<file path="src/rtl/writeback_stage.sv">
// Writeback buffer: queues completed ALU and load results and drains them in
// order onto the single register-file write port. Also reports pending
// destination registers to decode and signals when the buffer is empty.
module writeback_stage #(
    parameter int unsigned DEPTH = 4
) (
    input  logic        clk,
    input  logic        reset,
    input  logic        alu_valid,
    input  logic [4:0]  alu_rd,
    input  logic [63:0] alu_value,
    output logic        alu_ready,
    input  logic        mem_valid,
    input  logic [4:0]  mem_rd,
    input  logic [63:0] mem_value,
    output logic        mem_ready,
    output logic        write_enable,
    output logic [4:0]  write_register,
    output logic [63:0] write_value,
    input  logic        write_ready,
    input  logic [4:0]  query_rs1,
    input  logic [4:0]  query_rs2,
    output logic        busy1,
    output logic        busy2,
    output logic        empty
);

    localparam int unsigned AW = $clog2(DEPTH);
    localparam logic [AW:0] FULL_COUNT = (AW + 1)'(DEPTH);

    logic [4:0]    entry_rd_q  [DEPTH];
    logic [4:0]    entry_rd_d  [DEPTH];
    logic [63:0]   entry_val_q [DEPTH];
    logic [63:0]   entry_val_d [DEPTH];
    logic [AW-1:0] wr_ptr_q, wr_ptr_d;
    logic [AW-1:0] rd_ptr_q, rd_ptr_d;
    logic [AW:0]   count_q, count_d;

    logic          not_full;
    logic          mem_fire;
    logic          alu_fire;
    logic [4:0]    push_rd;
    logic [63:0]   push_value;
    logic          store;
    logic          pop;
    logic [AW-1:0] offset;

    // Handshake, arbitration (load path wins) and next-state for pointers/count.
    // Ready depends only on the pre-edge count, so a same-cycle pop never frees a slot.
    always_comb begin
        not_full   = (count_q < FULL_COUNT);
        mem_ready  = not_full;
        alu_ready  = not_full && !mem_valid;
        mem_fire   = mem_valid && mem_ready;
        alu_fire   = alu_valid && alu_ready;
        push_rd    = mem_fire ? mem_rd : alu_rd;
        push_value = mem_fire ? mem_value : alu_value;
        // Writes to x0 complete the handshake but are dropped here.
        store      = (mem_fire || alu_fire) && (push_rd != 5'd0);
        pop        = (count_q != '0) && write_ready;

        entry_rd_d  = entry_rd_q;
        entry_val_d = entry_val_q;
        wr_ptr_d    = wr_ptr_q;
        rd_ptr_d    = rd_ptr_q;
        if (store) begin
            entry_rd_d[wr_ptr_q]  = push_rd;
            entry_val_d[wr_ptr_q] = push_value;
            wr_ptr_d              = wr_ptr_q + AW'(1);
        end
        if (pop) begin
            rd_ptr_d = rd_ptr_q + AW'(1);
        end
        count_d = count_q + (AW + 1)'(store) - (AW + 1)'(pop);
    end

    // Head presentation to the register file; zeroed while empty.
    always_comb begin
        empty          = (count_q == '0);
        write_enable   = !empty;
        write_register = '0;
        write_value    = '0;
        if (write_enable) begin
            write_register = entry_rd_q[rd_ptr_q];
            write_value    = entry_val_q[rd_ptr_q];
        end
    end

    // Scoreboard lookup over occupied entries only (distance from head < count).
    always_comb begin
        busy1  = 1'b0;
        busy2  = 1'b0;
        offset = '0;
        for (int unsigned i = 0; i < DEPTH; i++) begin
            offset = AW'(i) - rd_ptr_q;
            if ({1'b0, offset} < count_q) begin
                if ((query_rs1 != 5'd0) && (entry_rd_q[i] == query_rs1)) busy1 = 1'b1;
                if ((query_rs2 != 5'd0) && (entry_rd_q[i] == query_rs2)) busy2 = 1'b1;
            end
        end
    end

    // Control state: pointers and occupancy, cleared asynchronously.
    always_ff @(posedge clk or posedge reset) begin
        if (reset) begin
            wr_ptr_q <= '0;
            rd_ptr_q <= '0;
            count_q  <= '0;
        end else begin
            wr_ptr_q <= wr_ptr_d;
            rd_ptr_q <= rd_ptr_d;
            count_q  <= count_d;
        end
    end

    // Entry storage; contents are only observed when counted as occupied, so no reset.
    always_ff @(posedge clk) begin
        entry_rd_q  <= entry_rd_d;
        entry_val_q <= entry_val_d;
    end

endmodule
</file>
<file path="config.mk">
export PLATFORM = sky130hd
export DESIGN_NAME = writeback_stage
export DESIGN_NICKNAME = d
export VERILOG_FILES = /design/src/rtl/writeback_stage.sv
export SDC_FILE = /design/constraint.sdc
export NUM_CORES = 1
export LEC_CHECK = 0
export CAP_MARGIN = 5
export CORE_MARGIN = 2
export CORE_UTILIZATION = 30
export DETAILED_ROUTE_END_ITERATION = 6
export MAX_ROUTING_LAYER = met4
export PLACE_DENSITY_LB_ADDON = 0.3
export SYNTH_ARGS = -nofsm -noshare
export SYNTH_HDL_FRONTEND = slang
export SYNTH_SLANG_ARGS = --single-unit
</file>
<file path="constraint.sdc">
create_clock -name clk -period 4.9 [get_ports clk]
set_clock_uncertainty 0.15 [all_clocks]
set_input_delay 0.735 -clock clk [delete_from_list [all_inputs] [get_ports clk]]
set_output_delay 0.735 -clock clk [all_outputs]
set_load 0.02 [all_outputs]
</file>
---- Yosys cells after proc, flatten, opt, wreduce, memory -nomap -nowiden ----
Cells that the tools add are included.
operators by class
  order comparisons ....................... 8
  $add $sub $neg .......................... 8
  equality and inequality tests ........... 8
  reduce and logical (&&, ||, !) cells .... 22
  muxes and demuxes ....................... 32
  bitwise gates (word level) .............. 2
operators with widths
  operator                                                  number
  2-to-1 mux 64 bit                                         5
  bitwise mux 256 bit                                       1
  binary-select mux 64 bit (select 2 bit)                   1
  demux 64 bit (select 2 bit)                               1
  == test 5 bit                                             8
  2-to-1 mux 5 bit                                          5
  bitwise mux 20 bit                                        1
  2-to-1 mux 1 bit                                          16
  nonzero test 5 bit                                        3
  logical AND 1 bit                                         14
  < comparator 2 x 3 -> 1 bit                               4
  binary-select mux 5 bit (select 2 bit)                    1
  demux 5 bit (select 2 bit)                                1
  greater-or-equal comparator 3 bit, second input constant  2
  NOT 2 -> 3 bit                                            2
  adder 2 x 1 -> 2 bit, second input constant               2
  subtractor 1 x 2 -> 2 bit, first input constant           2
  subtractor 2 bit, first input constant                    2
  adder 3 x 1 -> 3 bit                                      1
  zero test 3 bit                                           1
  < comparator 3 x 1 -> 1 bit, second input constant        1
  < comparator 3 bit, second input constant                 1
  nonzero test 3 bit                                        1
  subtractor 3 x 1 -> 3 bit                                 1
  other kinds (2)                                           3
storage, ports and cells
  flip-flop bits (word level) ............. 283
  word-level logic and storage cells ...... 91
  output and inout port bits .............. 75
  bits of input ports ..................... 153

---- Logic depth before layout (Yosys ltp) ----
Gate-level depths: netlist of run 1.
  depth in word-level cells ............... 10
  mapped depth ............................ 10
  gate-level depth less buffers ........... 10

---- Worst setup path after synthesis of run 1 ----
No wires, ideal clock.
  kind .................................... input to register
  start ................................... input port alu_rd[1]
  end ..................................... register entry_rd_q[0] (netlist name) (enable)
  library setup time ...................... 0.435 ns
  arrival ................................. 2.990 ns
  buffers on the path ..................... 0
  stages .................................. 5
  slack ................................... 1.326 ns
  data required time ...................... 4.315 ns
  cell sequence ........................... nor4_1 nand2b_1 a21oi_1 a311oi_2 and2_1
between the ends
  cells in the longest elaborated chain, start to end .. 3
ends and longest elaborated chain
  what                    line  source
  start: declaration      10    input logic [4:0] alu_rd,
  2-to-1 mux 5 bit        56    push_rd = mem_fire ? mem_rd : alu_rd;
  nonzero test 5 bit      59    store = (mem_fire || alu_fire) && (push_rd != 5'd0);
  logical AND 1 bit       59
  end signal: assignment  118   entry_rd_q <= entry_rd_d;
  end: declaration        31    logic [4:0] entry_rd_q [DEPTH];
No other way between the ends.
A chain may end at the register's enable or synchronous reset.

---- Worst setup path in the final report of run 1 ----
  start ................................... register rd_ptr_q[1]
  end ..................................... output port busy1
between the ends
  cells in the longest elaborated chain, start to end .. 9
  elaborated cells on any way between the ends .. 15
  those cells by class .................... 4 x add/sub; 4 x order compare; 7 x mux
ends and longest elaborated chain
  what                         line  source
  start: declaration           36    logic [AW-1:0] rd_ptr_q, rd_ptr_d;
  start signal: assignment     111   rd_ptr_q <= rd_ptr_d;
  subtractor 1 x 2 -> 2 bit    95    offset = AW'(i) - rd_ptr_q;
  < comparator 2 x 3 -> 1 bit  96    if ({1'b0, offset} < count_q) begin
  2-to-1 mux 1 bit             96
  2-to-1 mux 1 bit             97    if ((query_rs1 != 5'd0) && (entry_rd_q[i] == query_rs1)) busy1 = 1'b1;
  2-to-1 mux 1 bit             96
  2-to-1 mux 1 bit             97
  2-to-1 mux 1 bit             96
  2-to-1 mux 1 bit             97
  2-to-1 mux 1 bit (*)         96
  end: declaration             23    output logic busy1,
Every way passes the cells marked *; elsewhere a longest branch is shown, timed or not.

==> impl_metrics.py, run 1 <==
metrics = {
    "clocking": {
        "cts_root_buf": "clkbuf_16",
        "post_cts_resize_count": 0,
        "tritoncts": "done",
        "hold_buffers": 0,
        "cts_setup_buffers": 0,
        "htree_levels": 1,
        "cts_sinks": 283,
        "clock_path_buffers": 3,
        "cts_buffers": 29,
        "clk_latency_ps": 550,
        "clk_pin_slew_worst_paths_ps": 60,
    },
    "worst_setup_path": {
        "slowest_stage": "dfrtp_4",
        "slowest_delay_ps": 840,
        "required_ps": 4010,
        "path_buf_inv": 2,
        "worstSetupPathType": "reg2out",
        "critical_path.top_delay_family": "flip-flops",
        "cp.arrival_ps": 3330,
        "path_cells": "inv_1, ha_1, a21boi_1, o21a_1, nor4_1, nor4_1, a21oi_1, clkdlybuf4s50_1",
        "end_kind": "output pin",
        "critPathLaunchType": "register",
        "path_common_cell": "nor4_1",
        "path_max_fanout": 40,
    },
    "grt": {
        "grt_pass1_vias": 6901,
        "antenna_found_initial": 0,
        "grt_max_degree": 71,
        "grtUsageTotal_pct": 12.9,
        "gr-total-overflow": 0,
        "grt_pass1_wl_um": 40300,
    },
    "routing": {
        "drc": 0,
        "wl_met1_um": 11600,
        "wire_per_inst_um": 18.8,
        "met2_length_um": 13700,
        "drtAntennaViolNets": 0,
        "wl_met3_um": 1150,
        "drtIter0Drc": 300,
        "via_per_inst": 4.58,
        "routed.top_layer": "met4",
        "num_vias": 6547,
        "wl_um": 26900,
        "first_pass_iters": 4,
    },
    "floorplan": {
        "initial_core_util_pct": 30.3,
        "die_w_um": 207,
        "row_count": 74,
        "io_pins": 228,
        "core_um2": 40700,
        "die_h_um": 207,
        "die-area_um2": 42800,
    },
    "timing": {
        "fin_crit_ps": 4210,
        "drv_slew": 0,
        "max_freq_mhz": 238,
        "setup_viol": 0,
        "rsz0062_at_grt": "false",
        "worstMarginPinSlew_ps": 975,
        "hold_viol": 0,
        "fin_hold_ws_ps": 286,
        "fin_tns_setup_ps": 0,
        "maxSlewHeadroom_pct": 35.0,
        "fin_crit_sh_pct": 85.9,
    },
    "power_and_ir_drop": {
        "peakVddDrop_mv": 0.282,
        "p_sw_share_pct": 32.3,
        "p_int_w": 0.00677,
        "power.density_nw_per_um2": 617,
        "seqPwrFrac_pct": 36.1,
        "p_leak_nw": 5.29,
        "clkPwrFrac_pct": 22.5,
        "p_switching_w": 0.00323,
        "combPwrFrac_pct": 41.4,
    },
    "synthesis": {
        "syn_nets": 813,
        "async_reset_ff_share_pct": 2.47,
        "syn_area_per_cell_um2": 19.0,
        "synth_seq_cells": 283,
        "yosysWarnings": 0,
        "synthCells": 649,
        "synth_edf_count": 276,
        "synth_cell_type_count": 30,
        "seq_area_frac_synth_pct": 68.6,
        "synth_flop_cell": "edfxtp_1",
        "synth_area_um2": 12300,
    },
    "final_layout": {
        "fill_cells": 3745,
        "layout-drive-gt1-share_pct": 22.4,
        "diodes": 0,
        "area_growth_syn_to_layout_pct": 31.2,
        "layoutNonFillerInstCount": 1429,
        "nets": 1038,
    },
    "worst_hold_path": {
        "hold_class": "in2async",
    },
    "placement": {
        "place.port_buffers": 227,
        "gp_congestion": 0.857,
        "post-dp-hpwl_um": 16800,
        "placed_cells": 1375,
    },
    "flow_run": {
        "cap_viol_max_count": 0,
    },
    "status": {
        "status": "complete, no violations",
    },
}
==> kinds of logic (layout without fill, tap and decap cells) <==
logic type               Yosys count  after routing  share of synthesized area [%]
AO/OA/AOI/OAI                     11             11                          0.649
adder cells (fa/ha/maj)           11             11                           1.18
flip-flops                       283            283                           68.6
multiplexers                     138            138                           18.9
buffers and inverters             53            301                           2.26
AND/OR/NAND/NOR                  107            107                           5.20
XOR/XNOR                          46             46                           3.26
==> power by group through the flow <==
stage          combinational (W)  sequential [W]  clock, W
2_1_floorplan            0.00263         0.00352         0
3_3_place_gp             0.00425         0.00366         0
3_5_place_dp             0.00424         0.00368         0
4_1_cts                  0.00427         0.00363   0.00232
5_1_grt                  0.00447         0.00367   0.00240
6_report                 0.00414         0.00361   0.00225
==> per-stage QoR <==
| step | cell area, um^2 | setup slack, ps | total power, W | utilization, % |
|---|---|---|---|---|
| CTS | 16200 | 592 | 0.0102 | 39.8 |
| finish | 16200 | 690 | 0.0100 | 39.8 |
| detailed placement | 15200 | 1200 | 0.00792 | 37.3 |
| global placement | 15200 | 1240 | 0.00790 | 37.3 |
| global route | 16200 | 482 | 0.0105 | 39.8 |
| floorplan | 12300 | 1330 | 0.00616 | - |
==> placed cells by master, fill, tap and decap left out <==
cell / n
nor2b_1: 1
edfxtp_1: 276
inv_1: 12
fa_1: 1
bufinv_16: 5
and2_4: 4
a21boi_1: 1
clkdlybuf4s50_1: 227
clkbuf_16: 29
buf_12: 6
nand3_1: 8
clkinv_4: 4
dfrtp_1: 5
mux2_2: 69
dfrtp_4: 2
a21oi_1: 4
clkinvlp_4: 2
nand2b_1: 3
a311oi_2: 1
clkinv_2: 5
inv_6: 1
buf_4: 2
xor2_1: 19
mux4_2: 69
nor3_1: 2
ha_1: 10
clkinv_1: 4
or3_2: 1
nor2_1: 3
o21ai_0: 1
and2_1: 70
nor4_1: 12
o21a_1: 2
xnor2_1: 27
clkbuf_1: 4
o2bb2ai_1: 2
nand2_1: 2
nand2_4: 1
==> worst paths after layout <==
kind,from,end,slack [ps],depth (start not counted)
max,rd_ptr_q[1],busy1,690,8
min,reset,wr_ptr_q[0],290,2
max reg2reg,count_q[2],count_q[2],1780,8
min reg2reg,wr_ptr_q[1],wr_ptr_q[1],430,1
max in group asynchronous,reset,rd_ptr_q[0],4040,2
min in group clk,wr_ptr_q[1],wr_ptr_q[1],430,1
==> worst register-to-register path: stages, from the launching register on <==
cell	delay (ps)
dfrtp_1	480
or3_2	800
buf_12	310
and2_1	230
ha_1	290
inv_1	40
ha_1	180
fa_1	390
xnor2_1	140
==> metal layers <==
metal,track usage (%),vias up
li1,-,3007
met1,16.1,3355
met2,22.0,150
met3,1.88,35
met4,3.44,0
met5,-,-
==> area by class of cell <==
type	count	area [um^2]	share of cell area (%)
repair buffers	235	2410	14.9
clock buffers	33	741	4.57
flip-flops and latches	283	8470	52.3
clock inverters	21	249	1.54
multi-input cells	313	3620	22.3
well taps	532	666	4.11
inverters	12	45.0	0.278
==> cells in the mapped netlist (all sizes together) (2+ instances only) <==
library cell	count	area share, %
ha	10	1.0
and2	74	3.8
buf	18	1.2
nor3	2	0.081
mux2	69	6.3
xor2	19	1.3
inv	12	0.36
nor2	3	0.091
o2bb2ai	2	0.14
a21oi	4	0.16
edfxtp	276	67
dfrtp	7	1.4
o21a	2	0.12
clkbuf	23	0.71
nor4	12	0.61
mux4	69	13
nand2	3	0.091
nand3	8	0.32
nand2b	3	0.15
xnor2	27	1.9
==> state kept, by name, summed over array words and instances (netlist names) <==
signal and flops:
entry_val_q 256, rd_ptr_q 2, entry_rd_q 20, count_q 3, wr_ptr_q 2
No activity file was read; power rests on OpenSTA's default activity.
==> run 2: changes to the inputs <==
Settings changed: CORE_UTILIZATION 30 to 50, CTS_CLUSTER_SIZE set to 25.
==> run 2 against run 1 <==
  * Final area fell by 2.1%
  * Worst hold slack got worse by 4.6 ps
  * Global-route usage increased by 8.3 points
  * Clock power down 4%
  * Final cell count fell by 15%
  * Total power fell by 1.0%
  * Utilization rose by 26 points
  * Combinational power is essentially flat
  * Critical endpoint unchanged
==> impl_metrics.py, run 2 (same netlist as run 1, synthesis figures left out) <==
metrics = {
    "status": {
        "status": "complete, no violations",
    },
    "floorplan": {
        "io_pins": 228,
        "row_count": 57,
        "core_um2": 24200,
        "die-area_um2": 26000,
        "initial_core_util_pct": 50.9,
        "die_h_um": 161,
        "die_w_um": 161,
    },
    "routing": {
        "drtIter0Drc": 435,
        "wire_per_inst_um": 21.7,
        "via_per_inst": 5.48,
        "first_pass_iters": 5,
        "drc": 0,
        "drtAntennaViolNets": 0,
        "wl_um": 26500,
        "num_vias": 6694,
    },
    "worst_setup_path": {
        "cp.arrival_ps": 3310,
        "required_ps": 4010,
        "worstSetupPathType": "reg2out",
        "critPathLaunchType": "register",
        "path_max_fanout": 26,
        "end_kind": "output pin",
    },
    "final_layout": {
        "regMostFlops": "entry_val_q",
        "final_common_cell": "edfxtp_1",
        "layout_common_cells": "edfxtp_1, clkdlybuf4s50_1, and2_1",
        "largest_reg_flops": 256,
        "area_growth_syn_to_layout_pct": 28.5,
        "nets": 1039,
        "diodes": 0,
        "layout-drive-gt1-share_pct": 22.0,
        "largestRegisters": "entry_val_q (256), entry_rd_q (20), count_q (3)",
        "post-route-util_pct": 65.4,
    },
    "timing": {
        "fin_crit_sh_pct": 85.6,
        "fin_crit_ps": 4200,
        "fin_ws_ps": 703,
        "rsz0062_at_grt": "false",
        "setup_viol": 0,
        "maxSlewHeadroom_pct": 34.1,
        "max_freq_mhz": 238,
        "hold_viol": 0,
        "drv_slew": 0,
        "worstMarginPinSlew_ps": 989,
        "fin_tns_setup_ps": 0,
    },
    "placement": {
        "gp_congestion": 0.921,
        "place.port_buffers": 227,
        "post-dp-hpwl_um": 16900,
        "pre_cts_slack_ps": 1230,
    },
    "grt": {
        "gr-total-overflow": 0,
        "antenna_found_initial": 0,
        "grt_max_degree": 71,
        "grt_pass1_vias": 7334,
        "grt_pass1_wl_um": 41000,
        "grtUsageTotal_pct": 21.2,
    },
    "power_and_ir_drop": {
        "peakVddDrop_mv": 0.373,
        "clkPwrFrac_pct": 21.7,
        "power.density_nw_per_um2": 624,
        "p_leak_nw": 5.26,
        "p_sw_share_pct": 32.3,
        "p_int_w": 0.00670,
        "combPwrFrac_pct": 41.7,
        "seqPwrFrac_pct": 36.6,
        "p_switching_w": 0.00320,
    },
    "flow_run": {
        "cap_viol_max_count": 0,
    },
    "clocking": {
        "clk_latency_ps": 530,
        "cts_root_buf": "clkbuf_16",
        "tritoncts": "done",
        "htree_levels": 1,
        "cts_buffers": 29,
        "clock_path_buffers": 3,
        "clk_pin_slew_worst_paths_ps": 70,
        "post_cts_resize_count": 0,
        "hold_buffers": 0,
        "cts_sinks": 283,
        "cts_setup_buffers": 0,
    },
    "worst_hold_path": {
        "hold_class": "in2async",
    },
}
-- run 2: per-stage QoR --
stage	total power [W]	area (um^2)	std cells	hold WS [ps]
2_1_floorplan	0.00616	12300	649	380
3_3_place_gp	0.00773	14900	1168	392
3_5_place_dp	0.00783	14900	1168	417
4_1_cts	0.0100	15900	1221	271
5_1_grt	0.0104	15900	1221	296
6_report	0.00990	15900	1221	282
-- run 2: power groups by stage --
stage          clock, W  combinational, W  sequential [W]
2_1_floorplan         0           0.00263         0.00352
3_3_place_gp          0           0.00410         0.00364
3_5_place_dp          0           0.00415         0.00367
4_1_cts         0.00219           0.00420         0.00363
5_1_grt         0.00228           0.00441         0.00368
6_report        0.00215           0.00413         0.00362
-- run 2: worst paths after layout --
kind,from,to,slack (ps),cells past startpoint
hold reg to reg,wr_ptr_q[1],wr_ptr_q[1],430,1
hold / removal,reset,wr_ptr_q[1],280,2
min in group clk,wr_ptr_q[1],wr_ptr_q[1],430,1
setup reg to reg,count_q[2],count_q[2],1680,8
max in group asynchronous,reset,rd_ptr_q[1],4060,2
setup / recovery,rd_ptr_q[0],busy1,700,7
-- run 2: metal layers --
metal | part of all wire [%] | track usage [%]
met1 | 41 | 26.7
met2 | 52 | 37.4
met3 | 5.2 | 2.82
met4 | 1.8 | 4.55
met5 | 0 | -
-- run 2: worst max-delay path, stage by stage, from the launching register on --
cell             delay (ps)
dfrtp_4                 760
buf_4                   450
a21oi_1                 110
o21a_1                  230
nor4_1                  320
nor4_1                  130
a21oi_1                 140
clkdlybuf4s50_1         620
-- run 2: cell type report --
type	instances	area [um^2]
flip-flops and latches	283	8470
multi-input cells	313	3620
well taps	324	405
fillers	1675	8380
clock inverters	18	186
repair buffers	236	2390
inverters	12	45.0
clock buffers	35	748
==> run 3: changes to the inputs <==
--- a/constraint.sdc
+++ b/constraint.sdc
@@ -3,3 +3,3 @@
 set_input_delay 0.735 -clock clk [delete_from_list [all_inputs] [get_ports clk]]
 set_output_delay 0.735 -clock clk [all_outputs]
-set_load 0.02 [all_outputs]
+set_load 0.1 [all_outputs]
==> run 3 against run 2 <==
  * Final cell count unchanged
  * Utilization up 0.29 points
  * Setup slack better by 16 ps
  * Wire length down 2.3%
  * Fmax up 0.38%
  * Final area up 0.44%
  * Die area unchanged
  * First-iteration DRC count down 13%
  * Largest cell class unchanged
  * Via count down 2.0%
==> impl_metrics.py, run 3 (same netlist as run 1, synthesis figures left out) <==
metrics = {
    "status": {
        "status": "complete, no violations",
    },
    "routing": {
        "first_pass_iters": 5,
        "drtAntennaViolNets": 0,
        "drc": 0,
        "via_per_inst": 5.37,
        "drtIter0Drc": 379,
        "wire_per_inst_um": 21.2,
        "num_vias": 6558,
        "wl_um": 25900,
    },
    "final_layout": {
        "largestRegisters": "entry_val_q (256), entry_rd_q (20), count_q (3)",
        "nets": 1039,
        "fill_cells": 1654,
        "layout-drive-gt1-share_pct": 28.5,
        "area_growth_syn_to_layout_pct": 29.1,
        "largest_reg_flops": 256,
        "layout_common_cells": "edfxtp_1, clkdlybuf4s50_1, and2_1",
        "regMostFlops": "entry_val_q",
        "diodes": 0,
        "final_common_cell": "edfxtp_1",
    },
    "worst_setup_path": {
        "cp.arrival_ps": 3300,
        "critPathLaunchType": "register",
        "worstSetupPathType": "reg2out",
        "end_kind": "output pin",
        "required_ps": 4010,
        "path_max_fanout": 59,
        "r2r_cells": 7,
    },
    "clocking": {
        "cts_setup_buffers": 0,
        "tritoncts": "done",
        "clock_path_buffers": 3,
        "cts_sinks": 283,
        "post_cts_resize_count": 0,
        "clk_pin_slew_worst_paths_ps": 60,
        "cts_buffers": 28,
        "cts_root_buf": "clkbuf_16",
        "htree_levels": 1,
        "clk_latency_ps": 540,
        "hold_buffers": 0,
    },
    "timing": {
        "maxSlewHeadroom_pct": 30.8,
        "rsz0062_at_grt": "false",
        "setup_viol": 0,
        "fin_tns_setup_ps": 0,
        "fin_crit_ps": 4180,
        "hold_viol": 0,
        "worstMarginPinSlew_ps": 1040,
        "drv_slew": 0,
        "max_freq_mhz": 239,
        "fin_crit_sh_pct": 85.3,
    },
    "grt": {
        "grt_pass1_vias": 7434,
        "grt_max_degree": 71,
        "grt_pass1_wl_um": 40500,
        "grtUsageTotal_pct": 20.8,
        "gr-total-overflow": 0,
        "antenna_found_initial": 0,
    },
    "floorplan": {
        "core_um2": 24200,
        "io_pins": 228,
        "die_h_um": 161,
        "die_w_um": 161,
        "row_count": 57,
        "initial_core_util_pct": 50.9,
        "die-area_um2": 26000,
    },
    "flow_run": {
        "cap_viol_max_count": 0,
    },
    "placement": {
        "post-dp-hpwl_um": 16500,
        "gp_congestion": 0.907,
        "place.port_buffers": 227,
    },
    "worst_hold_path": {
        "hold_class": "in2async",
    },
}
run 3: cell count changes in the layout (fill, tap and decap cells not counted), moves of 2 or more:
| cell | change |
|---|---|
| buf_4 | +52 |
| bufinv_16 | +7 |
| clkbuf_1 | -5 |
| clkdlybuf4s50_1 | -51 |
| clkinv_1 | -3 |
| clkinv_2 | -2 |
| clkinvlp_4 | +2 |
run 3: metrics by stage:
| stage | hold slack (ps) | utilization [%] | setup WS [ps] | cell area, um^2 | cells |
|---|---|---|---|---|---|
| 4_1_cts | 318 | 65.7 | 620 | 15900 | 1221 |
| 5_1_grt | 334 | 65.7 | 427 | 15900 | 1221 |
| 3_3_place_gp | 392 | 61.1 | 1240 | 14800 | 1169 |
| 2_1_floorplan | 380 | - | 841 | 12300 | 649 |
| 6_report | 335 | 65.7 | 719 | 15900 | 1221 |
| 3_5_place_dp | 435 | 61.1 | 1200 | 14800 | 1169 |
run 3: path summary, 6_finish.rpt:
check                            start  slack [ps]               to
max in group asynchronous        reset        4000      rd_ptr_q[0]
max                         count_q[2]         720  write_value[33]
min in group clk           wr_ptr_q[1]         440      wr_ptr_q[1]
min reg2reg                wr_ptr_q[1]         440      wr_ptr_q[1]
min                              reset         340       count_q[0]
max reg2reg                 count_q[2]        1820       count_q[2]
run 3: final cells by class:
type / count / area [um^2] / area share [%]
Clock inverter: 23 / 420 / 2.64
Sequential cell: 283 / 8470 / 53.2
Clock buffer: 29 / 704 / 4.42
Tap cell: 324 / 405 / 2.54
Timing Repair Buffer: 237 / 2270 / 14.2
Inverter: 12 / 45.0 / 0.283
Multi-Input combinational cell: 313 / 3620 / 22.7
run 3: per-layer routing:
metal	global-route usage [%]	routed length, um	share of wire [%]	vias up
li1	-	-	-	2989
met1	26.7	10800	42	3328
met2	35.0	13100	51	208
met3	4.08	1570	6.1	33
met4	4.59	412	1.6	0
met5	-	0	0	-
run 3: critical path, cell delays in order (launching register included):
cell             delay (ps)
dfrtp_1                 470
or3_2                   860
and2_1                  260
clkdlybuf4s50_1        1140
Power of run 3 is left out: the tool's default activity adds up to more than one toggle a clock period on the data nets, which glitch-free logic cannot reach.
